[src/rtl/cpu_pkg.sv]
// Shared CPU-family definitions: default address width, BTB entry layout and
// direction-counter reset/allocate values.
package cpu_pkg;

    localparam int unsigned DEFAULT_ADDR_W = 16;
    localparam int unsigned DEFAULT_IDX_W  = 4;
    localparam int unsigned DEFAULT_CTR_W  = 2;

    // Entry layout for the default BTB geometry.
    typedef struct packed {
        logic                                     valid;
        logic [DEFAULT_ADDR_W-DEFAULT_IDX_W-1:0]  tag;
        logic [DEFAULT_ADDR_W-1:0]                target;
        logic [DEFAULT_CTR_W-1:0]                 ctr;
    } btb_entry_t;

    function automatic int unsigned ctr_weak_taken(input int unsigned w);
        return 32'd1 << (w - 32'd1);
    endfunction

    function automatic int unsigned ctr_weak_not_taken(input int unsigned w);
        return (32'd1 << (w - 32'd1)) - 32'd1;
    endfunction

endpackage

[src/rtl/branch_predictor_btb_if.sv]
// Fetch-side lookup and EX-side resolve/train signals of the BTB.
interface branch_predictor_btb_if #(
    parameter int unsigned ADDR_W = cpu_pkg::DEFAULT_ADDR_W
);
    logic [ADDR_W-1:0] if_pc;
    logic              pred_taken;
    logic [ADDR_W-1:0] pred_target;
    logic              ex_valid;
    logic [ADDR_W-1:0] ex_pc;
    logic              ex_taken;
    logic [ADDR_W-1:0] ex_target;
    logic              ex_pred_taken;
    logic [ADDR_W-1:0] ex_pred_target;
    logic              inv;
    logic              mispredict;
    logic [ADDR_W-1:0] redirect_pc;
    logic [15:0]       mispred_cnt;

    modport master (
        output if_pc, ex_valid, ex_pc, ex_taken, ex_target, ex_pred_taken, ex_pred_target, inv,
        input  pred_taken, pred_target, mispredict, redirect_pc, mispred_cnt
    );

    modport slave (
        input  if_pc, ex_valid, ex_pc, ex_taken, ex_target, ex_pred_taken, ex_pred_target, inv,
        output pred_taken, pred_target, mispredict, redirect_pc, mispred_cnt
    );
endinterface

[src/rtl/sat_counter.sv]
// Saturating up/down counter next-value logic; holds at 0 and all-ones.
module sat_counter #(
    parameter int unsigned W = 2
) (
    input  logic [W-1:0] cnt,
    input  logic         inc,
    input  logic         dec,
    output logic [W-1:0] cnt_next
);

    always_comb begin
        cnt_next = cnt;
        if (inc && !dec && (cnt != {W{1'b1}})) begin
            cnt_next = cnt + W'(1);
        end else if (dec && !inc && (cnt != '0)) begin
            cnt_next = cnt - W'(1);
        end
    end

endmodule

[src/rtl/branch_predictor_btb.sv]
// Direct-mapped branch target buffer with saturating direction counters: combinational
// lookup in IF, training and mispredict detection in EX.
module branch_predictor_btb
    import cpu_pkg::*;
#(
    parameter int unsigned ADDR_W  = DEFAULT_ADDR_W,
    parameter int unsigned ENTRIES = 16,
    parameter int unsigned CTR_W   = 2
) (
    input logic                   clk,
    input logic                   pc_reset_n,
    branch_predictor_btb_if.slave bus
);

    localparam int unsigned IDX_W = $clog2(ENTRIES);
    localparam int unsigned TAG_W = ADDR_W - IDX_W;
    localparam logic [CTR_W-1:0] CTR_WT  = CTR_W'(ctr_weak_taken(CTR_W));
    localparam logic [CTR_W-1:0] CTR_WNT = CTR_W'(ctr_weak_not_taken(CTR_W));

    typedef struct packed {
        logic              valid;
        logic [TAG_W-1:0]  tag;
        logic [ADDR_W-1:0] target;
        logic [CTR_W-1:0]  ctr;
    } entry_t;

    entry_t      table_q [ENTRIES];
    logic [15:0] mispred_cnt_q;

    // Lookup
    logic [IDX_W-1:0] lk_idx;
    entry_t           lk_entry;
    logic             lk_hit;

    always_comb begin
        lk_idx          = bus.if_pc[IDX_W-1:0];
        lk_entry        = table_q[lk_idx];
        lk_hit          = lk_entry.valid && (lk_entry.tag == bus.if_pc[ADDR_W-1:IDX_W]);
        bus.pred_taken  = lk_hit && lk_entry.ctr[CTR_W-1];
        bus.pred_target = bus.pred_taken ? lk_entry.target : bus.if_pc + ADDR_W'(1);
    end

    // Resolve
    always_comb begin
        bus.mispredict  = bus.ex_valid &&
                          ((bus.ex_pred_taken != bus.ex_taken) ||
                           (bus.ex_taken && (bus.ex_pred_target != bus.ex_target)));
        bus.redirect_pc = bus.ex_taken ? bus.ex_target : bus.ex_pc + ADDR_W'(1);
        bus.mispred_cnt = mispred_cnt_q;
    end

    // Train
    logic [IDX_W-1:0] up_idx;
    logic [TAG_W-1:0] up_tag;
    entry_t           up_entry;
    logic             up_hit;
    logic [CTR_W-1:0] up_ctr_next;

    always_comb begin
        up_idx   = bus.ex_pc[IDX_W-1:0];
        up_tag   = bus.ex_pc[ADDR_W-1:IDX_W];
        up_entry = table_q[up_idx];
        up_hit   = up_entry.valid && (up_entry.tag == up_tag);
    end

    sat_counter #(
        .W (CTR_W)
    ) u_dir_ctr (
        .cnt      (up_entry.ctr),
        .inc      (bus.ex_taken),
        .dec      (!bus.ex_taken),
        .cnt_next (up_ctr_next)
    );

    always_ff @(posedge clk or negedge pc_reset_n) begin
        if (!pc_reset_n) begin
            for (int i = 0; i < int'(ENTRIES); i++) begin
                table_q[i] <= '{valid: 1'b0, tag: '0, target: '0, ctr: CTR_WNT};
            end
        end else if (bus.inv) begin
            // Invalidate only; counters and targets survive for re-allocation.
            for (int i = 0; i < int'(ENTRIES); i++) begin
                table_q[i].valid <= 1'b0;
            end
        end else if (bus.ex_valid) begin
            if (up_hit) begin
                table_q[up_idx].ctr <= up_ctr_next;
                if (bus.ex_taken) begin
                    table_q[up_idx].target <= bus.ex_target;
                end
            end else if (bus.ex_taken) begin
                table_q[up_idx] <= '{valid: 1'b1, tag: up_tag, target: bus.ex_target,
                                     ctr: CTR_WT};
            end
        end
    end

    always_ff @(posedge clk or negedge pc_reset_n) begin
        if (!pc_reset_n) begin
            mispred_cnt_q <= '0;
        end else if (bus.mispredict && (mispred_cnt_q != 16'hFFFF)) begin
            mispred_cnt_q <= mispred_cnt_q + 16'd1;
        end
    end

endmodule

[src/flat_wrapper.sv]
// flat-port wrapper written by rule: the top's interface ports become plain ports
module branch_predictor_btb_flat import cpu_pkg::*;
#(
    parameter int unsigned ADDR_W  = DEFAULT_ADDR_W,
    parameter int unsigned ENTRIES = 16,
    parameter int unsigned CTR_W   = 2
)
  (clk, pc_reset_n, bus_if_pc, bus_ex_valid, bus_ex_pc, bus_ex_taken, bus_ex_target, bus_ex_pred_taken, bus_ex_pred_target, bus_inv, bus_pred_taken, bus_pred_target, bus_mispredict, bus_redirect_pc, bus_mispred_cnt);
  branch_predictor_btb_if #(.ADDR_W(ADDR_W)) bus_i ();
  input logic clk;
  input logic pc_reset_n;
  input wire logic [$bits(bus_i.if_pc)-1:0] bus_if_pc;
  input wire logic [$bits(bus_i.ex_valid)-1:0] bus_ex_valid;
  input wire logic [$bits(bus_i.ex_pc)-1:0] bus_ex_pc;
  input wire logic [$bits(bus_i.ex_taken)-1:0] bus_ex_taken;
  input wire logic [$bits(bus_i.ex_target)-1:0] bus_ex_target;
  input wire logic [$bits(bus_i.ex_pred_taken)-1:0] bus_ex_pred_taken;
  input wire logic [$bits(bus_i.ex_pred_target)-1:0] bus_ex_pred_target;
  input wire logic [$bits(bus_i.inv)-1:0] bus_inv;
  output wire logic [$bits(bus_i.pred_taken)-1:0] bus_pred_taken;
  output wire logic [$bits(bus_i.pred_target)-1:0] bus_pred_target;
  output wire logic [$bits(bus_i.mispredict)-1:0] bus_mispredict;
  output wire logic [$bits(bus_i.redirect_pc)-1:0] bus_redirect_pc;
  output wire logic [$bits(bus_i.mispred_cnt)-1:0] bus_mispred_cnt;
  assign bus_i.if_pc = bus_if_pc;
  assign bus_i.ex_valid = bus_ex_valid;
  assign bus_i.ex_pc = bus_ex_pc;
  assign bus_i.ex_taken = bus_ex_taken;
  assign bus_i.ex_target = bus_ex_target;
  assign bus_i.ex_pred_taken = bus_ex_pred_taken;
  assign bus_i.ex_pred_target = bus_ex_pred_target;
  assign bus_i.inv = bus_inv;
  assign bus_pred_taken = bus_i.pred_taken;
  assign bus_pred_target = bus_i.pred_target;
  assign bus_mispredict = bus_i.mispredict;
  assign bus_redirect_pc = bus_i.redirect_pc;
  assign bus_mispred_cnt = bus_i.mispred_cnt;
  branch_predictor_btb #(.ADDR_W(ADDR_W), .ENTRIES(ENTRIES), .CTR_W(CTR_W)) u_core (.clk(clk), .pc_reset_n(pc_reset_n), .bus(bus_i));
endmodule
[config.mk]
export PLATFORM = sky130hd
export DESIGN_NAME = branch_predictor_btb_flat
export DESIGN_NICKNAME = d
export VERILOG_FILES = /design/src/rtl/cpu_pkg.sv /design/src/rtl/branch_predictor_btb_if.sv /design/src/rtl/sat_counter.sv /design/src/rtl/branch_predictor_btb.sv /design/src/flat_wrapper.sv
export SDC_FILE = /design/constraint.sdc
export NUM_CORES = 1
export LEC_CHECK = 0
export ABC_AREA = 0
export BUFFER_PORTS_ARGS = -buffer_cell sky130_fd_sc_hd__buf_4
export CORE_ASPECT_RATIO = 0.75
export CORE_UTILIZATION = 55
export DETAILED_ROUTE_END_ITERATION = 10
export PLACE_DENSITY_LB_ADDON = 0.25
export SYNTH_ARGS = -nofsm -noshare
export SYNTH_HDL_FRONTEND = slang
export SYNTH_SLANG_ARGS = --single-unit
[constraint.sdc]
create_clock -name clk -period 6 [get_ports clk]
set_clock_uncertainty 0.2 [all_clocks]
set_input_delay 0.6 -clock clk [delete_from_list [all_inputs] [get_ports clk]]
set_output_delay 0.6 -clock clk [all_outputs]
set_load 0.03 [all_outputs]
### Word-level counts from Yosys, hierarchy flattened

Cells that the tools add are included.

* bits in registers: 512
* latch bits: 0
* RAM bits: 0
* memory bits (read-only): 0
* input port bits: 70
* memories: 0

* add/subtract/negate cells: 5
* multiply operators: 0
* divide/modulo/power cells: 0
* $lt $le $gt $ge: 3
* equality and inequality tests: 6
* shifts and indexed selects: 0
* multiplexer cells: 39
* bitwise logic cells: 3
* reduce and logical (&&, ||, !) cells: 17

Operator list (number)
* two-way mux 496 bit: 4
* bitwise mux 496 bit: 3
* demux 31 bit (select 4 bit): 3
* binary-select mux 31 bit (select 4 bit): 2
* two-way mux 31 bit: 5
* adder 16 x 1 -> 16 bit (second input constant): 3
* two-way mux 16 bit: 2
* equality test 12 bit: 2
* two-way mux 18 bit: 1
* two-way mux 1 bit: 16
* inequality test 16 bit: 1
* inequality test 16 bit (second input constant): 1
* >= comparator 5 bit (second input constant): 2
* inverter 4 -> 5 bit: 2
* logical AND 1 bit: 9
* two-way mux 2 bit: 3
* nonzero test 2 bit: 3
* less-than comparator 5 x 1 -> 1 bit (second input constant): 1
* AND reduction 3 bit: 1
* nonzero test 3 bit: 1
* adder 2 x 1 -> 2 bit (second input constant): 1
* inequality test 2 bit (second input constant): 1
* AND reduction 2 bit: 1
* subtractor 2 x 1 -> 2 bit (second input constant): 1
* 4 further kinds: 4

### Depth between registers and ports, before layout

* word-level depth: 14
* mapped depth: 16
* gate-level depth less buffers: 10

### By module

A second synthesis with hierarchy kept.

* cells, all modules: 1851
* area, all modules: 26540.5 µm²

Modules (own cells, without submodules)
* branch_predictor_btb: times used 1, cells an instance 1835, area an instance 26439.1 µm²
* sat_counter: times used 1, cells an instance 16, area an instance 101.3 µm²

### Least setup slack after synthesis

No wires, ideal clock.

* path kind: input to output
* from: in bus_if_pc[0]
* to: out bus_pred_target[10]
* data arrival time: 3.543 ns
* path slack: 1.657 ns
* stages on the path: 9
* buffers on the path: 6
* cell sequence: buf_2 -> buf_2 -> buf_2 -> clkbuf_1 -> buf_2 -> buf_2 -> mux4_2 -> mux4_2 -> mux2_2

* cells in the longest elaborated chain, start to end: 8

RTL lines
* start, declared: line flat_wrapper.sv:12 `input wire logic [$bits(bus_i.if_pc)-1:0] bus_if_pc;`
* inverter 4 -> 5 bit (not written as such): line branch_predictor_btb.sv:37 `lk_entry = table_q[lk_idx];`
* binary-select mux 31 bit (select 4 bit): line branch_predictor_btb.sv:37
* two-way mux 31 bit (not written as such) (2 in series): line branch_predictor_btb.sv:37
* equality test 12 bit: line branch_predictor_btb.sv:38 `lk_hit = lk_entry.valid && (lk_entry.tag == bus.if_pc[ADDR_W-1:IDX_W]);`
* logical AND 1 bit: line branch_predictor_btb.sv:38
* logical AND 1 bit: line branch_predictor_btb.sv:39 `bus.pred_taken = lk_hit && lk_entry.ctr[CTR_W-1];`
* two-way mux 16 bit *: line branch_predictor_btb.sv:40 `bus.pred_target = bus.pred_taken ? lk_entry.target : bus.if_pc + ADDR_W'(1);`
* end, declared: line flat_wrapper.sv:21 `output wire logic [$bits(bus_i.pred_target)-1:0] bus_pred_target;`

Mark *: on every way between the ends. The rest lies on a longest branch, timed or not. The select of a mux whose other input is x is not followed.

### Worst setup path after layout

* from: in bus_if_pc[0]
* to: out bus_pred_target[0]

The elaborated chain is that of the path after synthesis.

==> flow_summary.ini <==
[sta]
slew_headroom = 0.222
layout_worst_path_cycle_share = 0.792
number_of_failing_setup_endpoints_in_the_final_timing_report = 0
drv_slew = 0
clock_period_minus_worst_slack_ns = 4.75
worst_pin_slew_ns = 1.16
fmax_mhz = 210
grt_setup_unrepaired = false
hold_viol = 0
final.setup.tns_ns = 0

[worst_setup_path]
crit_path_capture_type = output pin
critical_path_peak_fanout = 63
worst-endpoint-arrival_ns = 3.95
critical_path_required_ns = 5.20
timing.setup.critical_path_class = in2out
worst_setup_path_start_kind = input port

[yosys]
ys.warnings.count = 0
seq_area_frac_synth = 0.478
synthDominantCellAreaShare = 0.463
synthesis.area_sq_um = 26800
synth_edf_count = 0
syn_nets = 1998
postSynthCellCount = 1920
dominant_synthesized_flop_cell = sky130_fd_sc_hd__dfrtp_1
synthDominantAreaCellType = sky130_fd_sc_hd__dfrtp_1
most_common_library_cells_after_synthesis = 496 x sky130_fd_sc_hd__dfrtp_1, 472 x sky130_fd_sc_hd__mux2_2, 180 x sky130_fd_sc_hd__mux4_2
synth-async-reset-ratio = 1.00
yosysMostFrequentCell = sky130_fd_sc_hd__dfrtp_1
synth.ff_latch_count = 512
syn_avg_cell_area_sq_um = 14.0
yosysUniqueCellTypes = 47
synth.area.top_cells = sky130_fd_sc_hd__dfrtp_1 46%, sky130_fd_sc_hd__mux2_2 20%, sky130_fd_sc_hd__mux4_2 15%

[clocking]
cts_root_buffer = sky130_fd_sc_hd__clkbuf_16
post-cts-setup-buffer-count = 0
cts_max_level = 2
tritoncts = built
clock-sinks = 512
max-clock-path-buffers = 3
post_cts_resized = 0
number_of_buffers_inserted_during_clock_tree_synthesis = 51
clk_latency_ns = 0.61
cts.clk_slew.worst_paths_ns = 0.06

[outcome]
outcome = finished clean

[floorplanning]
placementRows = 69
initial_utilization = 0.562
fp.coreArea_sq_um = 47700
die_area_sq_um = 49700
die-height_microns = 193
floorplan.io_pins = 120
die_w_microns = 257

[hold_path]
holdCritPathClass = in2reg

[power]
vdd.ir_drop.worst_uv = 267
power_per_cell_area_nw_per_um2 = 306
power.leakage_nw = 13.6

[placed_design]
hpwl_mm = 47.3
io_buffers = 119
gp_routability_congestion = 0.911

[grt]
groute.usage.overall = 0.301
antenna_found_initial = 1
globalRouteOverflowTotal = 0
grt_start_max_net_pins = 160
grt_pass1_wl_mm = 113
vias_in_the_first_global_route = 17563

[drt]
post_route_antenna_net_violation_count = 0
post_drt_wl_per_cell_microns = 27.8
num_vias = 17312
via_per_inst = 6.54
drtPass1Iterations = 5
initialDrtViolationCount = 1725
detail_route.wirelength_mm = 73.4
drc_errors_left = 0

[finish]
filler_cell_count = 3470
syn_to_final_growth_pct = 11.8
multi_input_comb_area_sq_um = 13100
area.sequential_sq_um = 12800
final_net_count = 2044
finalCoreUtilization = 0.628
fraction_of_layout_instances_using_a_drive_strength_above_1 = 0.467

[flow_run]
max_cap_viol_count = 0
-- cell families after synthesis --
family                     synth area share
AOI/OAI and AO/OA                    0.0285
adders and majority gates           0.00373
and+or+nand+nor                      0.0561
DFF                                   0.478
buffers and inverters                0.0338
muxes                                 0.370
xor gates and xnor gates             0.0297
-- repair_timing --
action | in CTS | in global routing
endpoints found under the setup margin | 0 | 0
hold endpoints to repair | 77 | 0
hold buffers | 1 | 0
-- final timing paths --
path / start / slack [ns] / cells past startpoint / end
max reg2reg: u_core.table_q[309]$_DFFE_PN0P_ / 1.88 / 8 / u_core.table_q[486]$_DFFE_PN0P_
max: bus_if_pc[0] / 1.25 / 10 / bus_pred_target[0]
min in group asynchronous: pc_reset_n / 0.38 / 2 / u_core.table_q[44]$_DFFE_PN0P_
min reg2reg: u_core.table_q[186]$_DFFE_PN1P_ / 0.29 / 2 / u_core.table_q[186]$_DFFE_PN1P_
min: bus_inv / 0.1 / 2 / u_core.table_q[371]$_DFFE_PN0P_
max in group asynchronous: pc_reset_n / 3.89 / 3 / u_core.table_q[102]$_DFFE_PN0P_
-- critical path: stages --
cell                       delay (ns)
sky130_fd_sc_hd__clkbuf_8        0.49
sky130_fd_sc_hd__mux4_2          0.62
sky130_fd_sc_hd__mux4_2          0.58
sky130_fd_sc_hd__xnor2_1         0.17
sky130_fd_sc_hd__nand4_1         0.10
sky130_fd_sc_hd__nor4_1          0.26
sky130_fd_sc_hd__nand3_1         0.11
sky130_fd_sc_hd__buf_4           0.24
sky130_fd_sc_hd__mux2i_1         0.38
sky130_fd_sc_hd__buf_4           0.24
-- stage by stage --
step	instance area, sq um	worst slack, ns	total power [mW]	hold slack (ns)	cells
CTS	30000	1.34	9.21	0.0709	2645
global placement	28100	0.623	5.64	0.269	2550
detailed placement	28100	0.906	5.71	0.277	2551
floorplan	26800	1.66	5.19	0.104	1920
finish	30000	1.25	9.17	0.0992	2646
global route	30000	1.16	9.51	0.0812	2645
-- power breakdown --
| part | total [mW] | internal (mW) | switching [mW] |
|---|---|---|---|
| combinational | 1.50 | 0.802 | 0.696 |
| sequential | 4.17 | 3.88 | 0.287 |
| clock | 3.51 | 2.09 | 1.41 |
| total | 9.17 | 6.77 | 2.40 |
-- registers in the layout (all words and copies together), names as in the netlist --
| signal | flops |
|---|---|
| u_core.table_q | 496 |
| u_core.bus.mispred_cnt | 16 |
-- layer usage --
metal  wire, microns  global-route usage  vias up  share of wire
met2           33700               0.446      777           0.46
met5               0                   0        -              0
met4            2530               0.107        0          0.034
li1                -                   -     7240              -
met3            6420              0.0698      161          0.087
met1           30800               0.437     9134           0.42
-- cell type report --
cell class                      instances  share of cell area
Clock inverter                         23              0.0114
Sequential cell                       512               0.428
Clock buffer                           70              0.0500
Timing Repair Buffer                  162              0.0431
Inverter                               21             0.00263
Multi-Input combinational cell       1218               0.438
Antenna cell                            1           0.0000835
Tap cell                              639              0.0267
-- layout by cell type (no fill, tap or decap), types with 13 or more instances in the layout --
| cell type | instances |
|---|---|
| sky130_fd_sc_hd__clkbuf_16 | 52 |
| sky130_fd_sc_hd__xor2_1 | 38 |
| sky130_fd_sc_hd__inv_1 | 20 |
| sky130_fd_sc_hd__nor3b_1 | 18 |
| sky130_fd_sc_hd__xnor2_1 | 53 |
| sky130_fd_sc_hd__dfstp_2 | 16 |
| sky130_fd_sc_hd__mux2_2 | 472 |
| sky130_fd_sc_hd__nor2b_1 | 17 |
| sky130_fd_sc_hd__nand2_1 | 87 |
| sky130_fd_sc_hd__nor3_1 | 19 |
| sky130_fd_sc_hd__nand3_1 | 39 |
| sky130_fd_sc_hd__mux2i_1 | 55 |
| sky130_fd_sc_hd__clkbuf_8 | 14 |
| sky130_fd_sc_hd__mux4_2 | 180 |
| sky130_fd_sc_hd__nor2_1 | 31 |
| sky130_fd_sc_hd__buf_4 | 153 |
| sky130_fd_sc_hd__nand4_1 | 15 |
| sky130_fd_sc_hd__dfrtp_1 | 496 |
| sky130_fd_sc_hd__and3_1 | 16 |
| sky130_fd_sc_hd__o21ai_0 | 40 |
| sky130_fd_sc_hd__a211oi_1 | 13 |
| sky130_fd_sc_hd__a21oi_1 | 16 |
Power figures use the tool's default switching activity.
